$ cat src/rtl/fetch_stage.sv
// fetch_stage: RV32I instruction-fetch stage and IF/ID pipeline register.
// Keeps one request outstanding to instruction memory. Holds one returned word
// in a skid buffer while decode is stalled. Drops responses that are stale
// because of an EX-stage redirect.
// Optional feature: define FETCH_PERF_CNT_EN to build the instruction and
// starvation-bubble performance counters.
module fetch_stage #(
   parameter logic [31:0] RESET_PC  = 32'h0000_0000,
   parameter logic [31:0] NOP_INSTR = 32'h0000_0013
) (
   input  logic        clk,
   input  logic        rst,
   input  logic        stall_if,
   input  logic        stall_id,
   input  logic        flush_id,
   input  logic        pc_src_ex,
   input  logic [31:0] pc_target_ex,
   output logic        imem_req,
   output logic [31:0] imem_addr,
   input  logic        imem_gnt,
   input  logic        imem_rvalid,
   input  logic [31:0] imem_rdata,
   output logic [31:0] instr_id,
   output logic [31:0] pc_id,
   output logic [31:0] pc_plus4_id,
   output logic        valid_id,
   output logic [31:0] perf_instr_cnt,
   output logic [31:0] perf_bubble_cnt
);

   typedef enum logic [1:0] {StReq, StWait, StDrop} state_e;

   state_e      state_q, state_d;
   logic [31:0] pc_f_q, pc_f_d;
   logic        skid_valid_q, skid_valid_d;
   logic [31:0] skid_instr_q, skid_instr_d;

   logic        avail;
   logic [31:0] avail_word;
   logic        consume;
   logic        starve;
   logic [31:0] target_aligned;

   assign target_aligned = pc_target_ex & 32'hFFFF_FFFC;

   // Request side: depends only on registered state, skid and stall_if.
   always_comb begin
      imem_req  = 1'b0;
      imem_addr = pc_f_q;
      if (!rst && state_q == StReq && !stall_if && !skid_valid_q) begin
         imem_req = 1'b1;
      end
   end

   // Word available to decode this cycle, and whether IF/ID takes it.
   always_comb begin
      avail      = skid_valid_q || (state_q == StWait && imem_rvalid);
      avail_word = skid_valid_q ? skid_instr_q : imem_rdata;
      consume    = !flush_id && !stall_id && avail;
      starve     = !flush_id && !stall_id && !avail;
   end

   // Next-state for FSM, PC and skid buffer; a redirect overrides everything.
   always_comb begin
      state_d      = state_q;
      pc_f_d       = pc_f_q;
      skid_valid_d = skid_valid_q;
      skid_instr_d = skid_instr_q;
      unique case (state_q)
         StReq: begin
            if (imem_req && imem_gnt) state_d = StWait;
         end
         StWait: begin
            if (imem_rvalid) begin
               state_d = StReq;
               if (!consume) begin
                  skid_valid_d = 1'b1;
                  skid_instr_d = imem_rdata;
               end
            end
         end
         StDrop: begin
            if (imem_rvalid) state_d = StReq;
         end
         default: state_d = StReq;
      endcase
      if (consume) begin
         pc_f_d       = pc_f_q + 32'd4;
         skid_valid_d = 1'b0;
      end
      if (pc_src_ex) begin
         pc_f_d       = target_aligned;
         skid_valid_d = 1'b0;
         // A granted request whose response has not yet returned must be dropped.
         if ((state_q == StWait && !imem_rvalid) || (state_q == StReq && imem_req && imem_gnt)) begin
            state_d = StDrop;
         end else begin
            state_d = StReq;
         end
      end
   end

   // FSM, PC and skid registers.
   always_ff @(posedge clk) begin
      if (rst) begin
         state_q      <= StReq;
         pc_f_q       <= RESET_PC;
         skid_valid_q <= 1'b0;
         skid_instr_q <= NOP_INSTR;
      end else begin
         state_q      <= state_d;
         pc_f_q       <= pc_f_d;
         skid_valid_q <= skid_valid_d;
         skid_instr_q <= skid_instr_d;
      end
   end

   // IF/ID register: flush > hold > load available word > starvation bubble.
   always_ff @(posedge clk) begin
      if (rst || flush_id) begin
         instr_id <= NOP_INSTR;
         pc_id    <= 32'd0;
         valid_id <= 1'b0;
      end else if (stall_id) begin
         instr_id <= instr_id;
         pc_id    <= pc_id;
         valid_id <= valid_id;
      end else if (avail) begin
         instr_id <= avail_word;
         pc_id    <= pc_f_q;
         valid_id <= 1'b1;
      end else begin
         instr_id <= NOP_INSTR;
         pc_id    <= 32'd0;
         valid_id <= 1'b0;
      end
   end

   assign pc_plus4_id = pc_id + 32'd4;

`ifdef FETCH_PERF_CNT_EN
   logic [31:0] instr_cnt_q, bubble_cnt_q;

   // Delivered-instruction and starvation-bubble counters, wrapping at 2^32.
   always_ff @(posedge clk) begin
      if (rst) begin
         instr_cnt_q  <= 32'd0;
         bubble_cnt_q <= 32'd0;
      end else begin
         if (consume) instr_cnt_q <= instr_cnt_q + 32'd1;
         if (starve)  bubble_cnt_q <= bubble_cnt_q + 32'd1;
      end
   end

   assign perf_instr_cnt  = instr_cnt_q;
   assign perf_bubble_cnt = bubble_cnt_q;
`else
   logic unused_perf;
   assign unused_perf     = starve;
   assign perf_instr_cnt  = 32'd0;
   assign perf_bubble_cnt = 32'd0;
`endif

endmodule

$ cat config.mk
export PLATFORM = sky130hd
export DESIGN_NAME = fetch_stage
export DESIGN_NICKNAME = d
export VERILOG_FILES = /design/src/rtl/fetch_stage.sv
export SDC_FILE = /design/constraint.sdc
export NUM_CORES = 1
export LEC_CHECK = 0
export ABC_AREA = 1
export CORE_MARGIN = 1.5
export CORE_UTILIZATION = 40
export CTS_CLUSTER_DIAMETER = 40
export DETAILED_ROUTE_END_ITERATION = 16
export GPL_ROUTABILITY_DRIVEN = 0
export PLACE_DENSITY = 0.7
export SYNTH_ARGS = -nofsm -noshare
export SYNTH_HDL_FRONTEND = slang
export SYNTH_SLANG_ARGS = --single-unit
$ cat constraint.sdc
create_clock -name clk -period 2.05 [get_ports clk]
set_input_delay 0.41 -clock clk [delete_from_list [all_inputs] [get_ports clk]]
set_output_delay 0.41 -clock clk [all_outputs]
set_load 0.01 [all_outputs]
# Word level (Yosys, flattened, before mapping)
# Cells that the tools add are included.
[word_totals]
elab_cells = 54
out_inout_bits = 194
ff_bits = 132
[op_classes]
n_eq_ne = 4
reduce_logical = 27
muxes = 12
bitwise_logic = 1
n_addsub = 2
[ops]
columns = ["operator", "count"]
rows = [
  ["32-bit two-way mux", 5],
  ["32-bit by 3-bit adder with 32-bit output, second input constant", 2],
  ["1-bit logical AND", 10],
  ["2-bit two-way mux", 4],
  ["1-bit zero test", 6],
  ["2-bit case mux with 2 select lines", 1],
  ["2-bit AND reduction", 2],
  ["2-bit OR reduction", 2],
  ["1-bit logical OR", 3],
  ["3-bit by 1-bit != test with 1-bit output, second input constant", 1],
  ["3-bit by 2-bit != test with 1-bit output, second input constant", 1],
  ["3-bit AND reduction", 1],
  ["3-bit OR reduction", 1],
  ["2-bit by 1-bit == test with 1-bit output, second input constant", 1],
  ["2-bit == test, second input constant", 1],
  ["2-bit zero test", 1],
  ["1-bit two-way mux", 2],
  ["2-bit nonzero test", 1],
  ["1-bit NOT", 1],
]

# Logic depth before layout (Yosys ltp)
# Gate-level depths: netlist of the first run.
[depth]
depth_word = 10
mapped_depth = 11
ltp_nobuf = 11

# Worst setup path after synthesis of the first run
# No wires, ideal clock.
[synth_timing]
path_kind = "register to output"
from = "register pc_id[2]"
to = "output pc_plus4_id[22]"
path_slack_ns = 0.116
stages_incl_launch_ff = 8
arrival_time_ns = 1.524
path_buffers = 0
path_cell_list = "dfxtp_1 > ha_1 > inv_1 > nor3_4 > nand3_1 > nor2_2 > nand2_1 > xnor2_1"
[synth_via]
elab_chain_cells = 1
[synth_rtl]
columns = ["element", "line_no", "source"]
rows = [
  ["start, declared", "24", "output logic [31:0] pc_id,"],
  ["start signal, assigned", "126", "pc_id <= pc_id;"],
  ["start signal, assigned", "130", "pc_id <= pc_f_q;"],
  ["32-bit by 3-bit adder with 32-bit output", "139", "assign pc_plus4_id = pc_id + 32'd4;"],
  ["end, declared", "25", "output logic [31:0] pc_plus4_id,"],
]
# No other way between the ends.

# Worst setup path in the final report of the first run
[layout_timing]
from = "register pc_id[3]"
to = "output pc_plus4_id[6]"
# The elaborated chain is that of the path after synthesis.

==> results of run 1 <==
worst reg2reg max path, stage by stage (launching register included):
cell,delay (ns)
dfxtp_1,0.33
inv_1,0.06
ha_1,0.20
nand2_2,0.08
nand2_2,0.08
nand3_4,0.09
nand2_2,0.06
nor2_1,0.63
nand2_1,0.11
nand2_1,0.10
final cells by class:
class | count | area share
clock buffer | 22 | 0.0426
multi-input combinational | 867 | 0.394
timing repair buffer | 307 | 0.258
inverter | 83 | 0.0298
clock inverter | 10 | 0.0102
tap | 229 | 0.0263
sequential | 128 | 0.239
flip-flops by register name, indices dropped and copies added, names as in the netlist:
| register | flops |
|---|---|
| imem_addr | 30 |
| instr_id | 32 |
| pc_id | 30 |
| skid_instr_q | 32 |
| skid_valid_q | 1 |
| state_q | 2 |
| valid_id | 1 |
synthesized netlist by cell type (all sizes together):
| master | number | area [um^2] |
|---|---|---|
| nand2 | 388 | 1470 |
| dfxtp | 128 | 2560 |
| nor2 | 126 | 522 |
| buf | 89 | 661 |
| a21oi | 85 | 429 |
| inv | 83 | 319 |
| o21ai | 72 | 364 |
| nand3 | 39 | 208 |
| clkbuf | 29 | 109 |
| xor2 | 18 | 158 |
| nor3 | 15 | 86.3 |
| xnor2 | 15 | 131 |
| nand3b | 11 | 82.6 |
| nand4 | 7 | 43.8 |
| ha | 4 | 50.1 |
| a31oi | 3 | 18.8 |
| o211ai | 3 | 22.5 |
| o22ai | 3 | 18.8 |
| nor4 | 2 | 18.8 |
| o21bai | 2 | 15.0 |
| a211oi | 1 | 7.51 |
| a22oi | 1 | 7.51 |
| and2 | 1 | 6.26 |
| and3 | 1 | 6.26 |
| conb | 1 | 3.75 |
path summary, 6_finish.rpt:
kind / endpoint / cells past startpoint / slack, ns / startpoint
min reg2reg: instr_id[16]$_SDFFE_PP0N_ / 2 / 0.46 / instr_id[16]$_SDFFE_PP0N_
max: pc_plus4_id[6] / 9 / -0.26 / pc_id[3]$_SDFFE_PP0N_
min: instr_id[4]$_SDFFE_PP1N_ / 4 / 0.40 / stall_id
max reg2reg: imem_addr[25]$_SDFFE_PP0P_ / 9 / 0.25 / state_q[1]$_SDFFE_PP0P_
logic make-up after synthesis:
group                      synth area share
AOI/OAI and AO/OA                     0.121
xor gates and xnor gates             0.0395
other                              0.000513
adders and majority gates           0.00684
and+or+nand+nor                       0.333
DFF                                   0.350
buffers and inverters                 0.149
metrics by stage:
step,utilization,setup TNS (ns),cells,setup WS (ns)
finish,0.606,-3.30,1646,-0.257
global route,0.606,-5.56,1646,-0.365
CTS,0.592,-2.57,1638,-0.212
detailed placement,0.544,-4.21,1592,-0.306
global placement,0.544,-3.58,1592,-0.237
floorplan,-,0,1196,0.116
layer usage:
layer  part of all wire  wire (um)
met5                  0          0
met4              0.020        495
met3              0.076       1850
met2               0.49      12000
met1               0.42      10200
what timing repair did:
action	4_1_cts	5_1_grt
gates resized for setup	187	70
gates cloned	0	0
pin swaps	37	44
setup buffers	14	11
endpoints found under the setup margin	30	29
report_power, final:
group | internal (mW) | leakage, nW | switching, mW
Combinational | 0.357 | 3.41 | 0.438
Clock | 1.84 | 0.276 | 1.11
Sequential | 2.57 | 1.05 | 0.100
Total | 4.77 | 4.74 | 1.65
==> impl_results.md, run 1 <==
- Status: complete, but fails checks
- Failing checks: negative setup slack
- Synth warn: 0
- Design Power: 6.41 mW
- DR DRC count: 0
- CP peak stage delay: 0.36 ns
- Synthesized area per cell: 6.49 um^2
- Die width: 138 um
- Worst hold slack: 0.395 ns
- Crit path launch type: flop
- Slew Limit Fails: 0
- Tot GR Track Use: 0.242
- Worst skew pair latency: 0.42 ns
- Initial antenna violation count: 0
- Area of the multi-input gates: 4290 um^2
- HPWL Detailed: 17.5 mm
- Fin nets: 1,480
- Final Instance Area: 10,900 um^2
- Register area share after synthesis: 0.350
- Layout cells sized above 1: 0.198
- Met3 Track Usage GR: 0.0585
- Final WL: 24.5 mm
- Most used cell, CP: buf_4
- # rows: 49
- WL/cell: 14.9 um
- Number of vias per cell: 4.93
- RSZ-0062 raised after global routing: yes
- CTS H-tree lvls: 4
- Initial Util: 0.407
- Worst path cell trace: ha_4 > buf_4 > nand2_4 > nor2_4 > buf_4 > buf_4 > buf_4 > xor2_1 > buf_2
- Gr ovfl total: 0
- Worst Skew: 0.00730 ns
- Vias: 8,118
- Req. time, crit path: 1.64 ns
- Mapped Area: 7320 um^2
- Slack of the critical path: -0.257 ns
- Syn Inst Count: 1,127
- FF+latch area: 2610 um^2
- Setup Viol. Count Final: 24
- WP buf/inv: 5
- Sink Count: 128
- Max-cap violations: 0
- Distinct cells, synth: 40
- First-pass GRT wire length: 37.3 mm
- Tcrit/Tclk final: 1.13
- CTS max path bufs: 2
- Peak VDD IR: 552 uV
- CP max FO: 3
- Die height: 138 um
- FMAX: 0.433 GHz
- Worst-Margin Slew: 0.834 ns
- IO Pins: 266
- P_leak: 4.74 nW
- Arrival time at the worst endpoint: 1.90 ns
- Hold_buf cts: 0
- Max-slew headroom: 0.442
- DRT Pass-1 Iters: 5
- CTS tree: done
- Critical path class: flop to output port
- Core Box Area: 18,000 um^2
- Met2 GRT Util: 0.410
- Setup crit end kind: output port
- Slowest CP cell: dfxtp_4
- Commonest non-fill, non-tap cells in the layout: nand2_1 (364), clkdlybuf4s50_1 (160), dfxtp_1 (110)
- Port buffer count: 193
- CTS clk-pin slew, worst paths: 0.05 ns
- GRT busiest layer: met2
- CTS Buf Count: 17
- Power Dens Cells: 589 nW/um^2
- Syn-to-layout area delta: 48.8%
- CP delay by family, top: buffers and inverters
- Largest net degree at the start of global routing: 61
- Post-route minimum period: 2.31 ns
- First DRT Iteration DRCs: 551
- Hold Path Class: primary input to flop
- Fill cells: 1,593
- Commonest non-fill, non-tap cell in the layout: nand2_1
- Synthesized flop and latch total: 128
- Vias in the first global route: 7,277
- Placed inst area: 9770 um^2
- Final hold vios: 0
- Final ANT Viol Nets: 0
- Clk Tree Root Cell: clkbuf_16
- Met1 GRT Util: 0.303
- Die area: 19,100 um^2
- N_diodes: 0
(Power assumes the default switching activity.)
==> run 2: changes to the inputs <==
==> constraint.sdc (replaced) <==
create_clock -name clk -period 2.15 [get_ports clk]
set_input_delay 0.43 -clock clk [delete_from_list [all_inputs] [get_ports clk]]
set_output_delay 0.43 -clock clk [all_outputs]
set_load 0.01 [all_outputs]
==> run 2 against run 1 <==
Net effect:
- the run still ends with negative setup slack left
- cell count is 0.36% lower
- setup slack better by 0.083 ns
- global-route usage is 0.77 points higher
- critical path type unchanged
- critical endpoint is now pc_plus4_id[22]
==> impl_results.md, run 2 (same netlist as run 1, synthesis figures left out) <==
- Commonest non-fill, non-tap cells in the layout: nand2_1 (360), clkdlybuf4s50_1 (162), dfxtp_1 (105)
- CTS clk-pin slew, worst paths: 0.06 ns
- P_leak: 4.83 nW
- RSZ-0062 raised after global routing: yes
- CTS Buf Count: 17
- Max Used Layer: met4
- Reg2reg start: skid_valid_q$_SDFFE_PP0P_
- FMAX: 0.430 GHz
- CTS H-tree lvls: 4
- WL/cell: 15.1 um
- Worst path cell trace: nand4_1 > buf_4 > buf_6 > nor2_4 > nand2_2 > xnor2_2 > buf_2
- First DRT Iteration DRCs: 452
- Tcrit/Tclk final: 1.08
- Die area: 19,100 um^2
- Peak VDD IR: 595 uV
- Finished Layout Cells: 1,640
- CP delay by family, top: buffers and inverters
- DR WL met3: 1.98 mm
- IO Pins: 266
- # rows: 49
- Fin nets: 1,473
- Post-route minimum period: 2.32 ns
- Sink Count: 128
- Clock share of power: 0.472
- Setup crit end kind: output port
- CTS tree: done
- Setup TNS: -1.60 ns
- Status: complete, but fails checks
- Internal power: 4.57 mW
- HPWL Detailed: 17.3 mm
- Clk Tree Root Cell: clkbuf_16
- Initial antenna violation count: 1
- Worst Skew: 0.00914 ns
- Final ANT Viol Nets: 0
- Hold Path Sink: instr_id[4]$_SDFFE_PP1N_
- Vias: 8,111
- Number of vias per cell: 4.95
- Largest registers: instr_id: 32 flops, skid_instr_q: 32 flops
- R2R depth: 6
- Gr ovfl total: 0
- CP max FO: 6
- Switching share of power: 0.269
- DR WL met2: 11.8 mm
- Final WL: 24.7 mm
- Hold Path Class: primary input to flop
- Worst hold slack: 0.411 ns
- Placed inst area: 9770 um^2
- Initial Util: 0.407
- Core Box Area: 18,000 um^2
- Max-cap violations: 0
- Slew Limit Fails: 0
- Power Dens Cells: 569 nW/um^2
- Max-slew headroom: 0.562
- Hold Path Origin: stall_id
- Slack of the critical path: -0.174 ns
- Commonest non-fill, non-tap cell in the layout: nand2_1
- Final hold vios: 0
- WP buf/inv: 3
- Layout cells sized above 1: 0.202
- Flop pwr share: 0.404
- Die width: 138 um
- Reg2reg setup slack: 0.38 ns
- Worst skew pair latency: 0.43 ns
- Req. time, crit path: 1.72 ns
- Hold path depth: 4
- Setup Viol. Count Final: 17
- Place WS: -0.231 ns
- Syn-to-layout area delta: 50.1%
- Die height: 138 um
- NetSw: 1.68 mW
- Tot GR Track Use: 0.250
- Critical path class: flop to output port
- Combinational share of power: 0.124
- Wl on met1: 10.1 mm
- FF-to-FF End: imem_addr[22]$_SDFFE_PP0P_
- Vias in the first global route: 7,582
- Slowest CP cell: dfxtp_4
- First-pass GRT wire length: 38.1 mm
- Final Instance Area: 11,000 um^2
- DRT Pass-1 Iters: 4
- Worst-Margin Slew: 0.658 ns
- DR DRC count: 0
- CP peak stage delay: 0.39 ns
- Arrival time at the worst endpoint: 1.89 ns
- Failing checks: negative setup slack
- Port buffer count: 193
- Crit path launch type: flop
- CTS max path bufs: 2
- Largest net degree at the start of global routing: 61
- Placed Cells incl. Taps: 1,590
-- run 2: worst max-delay path by stage --
stage / from / endpoint / cells past startpoint
global route: pc_id[3]$_SDFFE_PP0N_ / pc_plus4_id[22] / 8
floorplan: pc_id[2]$_SDFFE_PP0N_ / pc_plus4_id[22] / 7
finish: pc_id[16]$_SDFFE_PP0N_ / pc_plus4_id[22] / 7
detailed placement: pc_id[2]$_SDFFE_PP0N_ / pc_plus4_id[22] / 8
CTS: pc_id[6]$_SDFFE_PP0N_ / pc_plus4_id[22] / 8
global placement: pc_id[2]$_SDFFE_PP0N_ / pc_plus4_id[22] / 8
-- run 2: layout make-up --
cell class              count  area, um^2
fillers                  1612        6980
diodes                      1        2.50
repair buffers            300        2780
clock buffers              19         453
inverters                  83         324
multi-input cells         867        4360
well taps                 229         287
flip-flops and latches    128        2630
clock inverters            13         150
-- run 2: metal layers --
layer,track usage,vias up
met1,0.309,3710
met2,0.407,363
li1,-,3968
met3,0.0693,70
met5,0,-
met4,0.110,0
-- run 2: worst register-to-register path, stage by stage, from the launching register on --
cell and delay, ns:
dfxtp_1 0.55, inv_4 0.20, nand2_2 0.16, nand3_4 0.11, nor2_2 0.37, nand3_1 0.13, a21oi_1 0.18
-- run 2: power by group through the flow --
stage / registers, mW / logic [mW] / clock network, mW
6_report: 2.53 / 0.778 / 2.95
5_1_grt: 2.53 / 0.857 / 3.10
4_1_cts: 2.53 / 0.773 / 2.98
3_5_place_dp: 2.59 / 0.769 / 0
3_3_place_gp: 2.59 / 0.761 / 0
2_1_floorplan: 2.59 / 0.468 / 0
-- run 2: timing repair --
item                                   CTS  global route
setup endpoints to repair               29            28
resized for setup                      188            84
hold buffers                             0             0
setup buffers                           12             7
endpoints found under the hold margin    0             0
pin swaps                               33            41
-- run 2: stage by stage --
step                 util  total power, mW
finish              0.612             6.25
global placement    0.544             3.35
CTS                 0.593             6.28
detailed placement  0.544             3.36
global route        0.611             6.49
floorplan               -             3.06
==> run 3: changes to the inputs <==
--- a/config.mk
+++ b/config.mk
@@ -7,11 +7,11 @@
 export LEC_CHECK = 0
 export ABC_AREA = 1
 export CORE_MARGIN = 1.5
-export CORE_UTILIZATION = 40
-export CTS_CLUSTER_DIAMETER = 40
+export CORE_UTILIZATION = 46
+export CTS_CLUSTER_DIAMETER = 30
 export DETAILED_ROUTE_END_ITERATION = 16
 export GPL_ROUTABILITY_DRIVEN = 0
-export PLACE_DENSITY = 0.7
+export PLACE_DENSITY = 0.79
 export SYNTH_ARGS = -nofsm -noshare
 export SYNTH_HDL_FRONTEND = slang
 export SYNTH_SLANG_ARGS = --single-unit
==> run 3 against run 2 <==
Net effect:
- the flow still finishes with violations (negative setup slack)
- register-to-register slack worse by 0.16 ns
- utilization increased by 9.3 points
- clock-buffer cell count fell by 1
- setup slack worse by 0.18 ns
- sequential power barely moved
- design area shrank 1.4%
- critical path depth is 1 lower
- non-clock buffer count grew 2
- combinational power is 3.2% lower
- sequential share of layout area rose by 0.20 points
- clock skew is 0.0013 ns higher
- critical path type unchanged
==> impl_results.md, run 3 (same netlist as run 1, synthesis figures left out) <==
- Status: complete, but fails checks
- Failing checks: negative setup slack
- Clk Tree Root Cell: clkbuf_16
- Crit path launch type: flop
- Setup Viol. Count Final: 22
- Met3 Track Usage GR: 0.0656
- # rows: 45
- CTS max path bufs: 2
- Max-cap violations: 0
- Place WS: -0.239 ns
- Largest net degree at the start of global routing: 61
- CP peak stage delay: 0.41 ns
- IO Pins: 266
- Met1 GRT Util: 0.346
- Final ANT Viol Nets: 0
- Worst Skew: 0.0105 ns
- Tcrit/Tclk final: 1.17
- First-pass GRT wire length: 38.3 mm
- Initial antenna violation count: 0
- Fill cells: 1,267
- R2R depth: 9
- GRT busiest layer: met2
- Die width: 129 um
- Max-slew headroom: 0.348
- Commonest non-fill, non-tap cells in the layout: nand2_1 (361), clkdlybuf4s50_1 (163), dfxtp_1 (106)
- Met2 GRT Util: 0.499
- Die height: 129 um
- WL/cell: 16.0 um
- DR DRC count: 0
- Worst-Margin Slew: 0.974 ns
- Post-route minimum period: 2.51 ns
- Largest registers: instr_id: 32 flops, skid_instr_q: 32 flops
- Slack of the critical path: -0.355 ns
- Final Instance Area: 10,800 um^2
- CTS tree: done
- Hold Path Class: primary input to flop
- Vias: 8,451
- Initial Util: 0.476
- Placed inst area: 9710 um^2
- HPWL Detailed: 17.1 mm
- CP max FO: 6
- Slowest CP cell: dfxtp_2
- Worst skew pair latency: 0.42 ns
- Core Util, Final: 0.704
- FMAX: 0.399 GHz
- DRT Pass-1 Iters: 5
- Gr ovfl total: 0
- Die area: 16,700 um^2
- Peak VDD IR: 544 uV
- Final hold vios: 0
- FF-to-FF End: imem_addr[23]$_SDFFE_PP0P_
- Arrival time at the worst endpoint: 2.08 ns
- Req. time, crit path: 1.72 ns
- P_leak: 4.66 nW
- CTS Buf Count: 17
- N_diodes: 0
- CTS clk-pin slew, worst paths: 0.05 ns
- Sink Count: 128
- Area of the multi-input gates: 4300 um^2
- Crit path to: pc_plus4_id[26]
- Slew Limit Fails: 0
- CTS H-tree lvls: 4
- Core Box Area: 15,400 um^2
- Commonest non-fill, non-tap cell in the layout: nand2_1
- Design Power: 6.12 mW
- Hold_buf cts: 0
- Fin nets: 1,475
- Vias in the first global route: 7,676
- Final WL: 25.9 mm
- Layout cells sized above 1: 0.199
- RSZ-0062 raised after global routing: yes
- Worst path cell trace: nand2_1 > nor2_1 > nand3_1 > nor3_4 > xor2_1 > buf_2
- Setup crit end kind: output port
- Critical Path Start: pc_id[20]$_SDFFE_PP0N_
- Power Dens Cells: 565 nW/um^2
- Syn-to-layout area delta: 48.0%
- Tot GR Track Use: 0.292
- Critical path class: flop to output port
- Reg2reg start: state_q[1]$_SDFFE_PP0P_
- First DRT Iteration DRCs: 796
- Reg2reg setup slack: 0.22 ns
- Number of vias per cell: 5.21
- Port buffer count: 193
- FF+latch area: 2620 um^2
==> run 3: layout make-up <==
class,instances,share of cell area
Multi-Input combinational cell,867,0.397
Timing Repair Buffer,302,0.254
Sequential cell,128,0.242
Clock buffer,18,0.0406
Inverter,83,0.0299
Tap cell,211,0.0244
Clock inverter,13,0.0127
==> run 3: worst min path at each step <==
stage          slack (ns)                        to  cells after the start                startpoint
2_1_floorplan        0.44   state_q[1]$_SDFFE_PP0P_                      2   state_q[1]$_SDFFE_PP0P_
3_3_place_gp         0.45     valid_id$_SDFFE_PP0N_                      2     valid_id$_SDFFE_PP0N_
3_5_place_dp         0.46  instr_id[3]$_SDFFE_PP0N_                      2  instr_id[3]$_SDFFE_PP0N_
4_1_cts              0.40  instr_id[0]$_SDFFE_PP1N_                      4                  stall_id
5_1_grt              0.44  instr_id[0]$_SDFFE_PP1N_                      4                  stall_id
6_report             0.42  instr_id[0]$_SDFFE_PP1N_                      4                  stall_id
==> run 3: per-layer routing <==
metal  vias to the layer above  share of wire
met5                         -              0
met4                         0          0.041
met3                        96          0.099
met2                       541           0.49
met1                      3843           0.37
li1                       3971              -
==> run 3: power by group <==
| part | internal (mW) | leakage [nW] | switching, mW |
|---|---|---|---|
| clock network | 1.73 | 0.278 | 1.09 |
| logic | 0.331 | 3.33 | 0.422 |
| registers | 2.44 | 1.05 | 0.0970 |
==> run 3: worst max-delay path, delay by kind of cell, from the launching register on <==
family,cells,cell delay (ns)
buf+inv,1,0.14
flops,1,0.41
xor+xnor,1,0.17
simple gates,4,0.94
==> run 3: per-stage QoR <==
step | setup TNS (ns) | hold slack (ns) | instances
6_report | -3.10 | 0.420 | 1622
5_1_grt | -4.80 | 0.444 | 1622
4_1_cts | -1.48 | 0.403 | 1610
3_5_place_dp | -5.76 | 0.456 | 1570
3_3_place_gp | -4.28 | 0.446 | 1570
2_1_floorplan | 0 | 0.439 | 1196
==> run 3: repair_timing <==
action                                  in CTS  in global routing
endpoints found under the setup margin      29                 27
setup buffers                                9                 13
pin swaps                                   26                 29
resized for setup                          185                 72
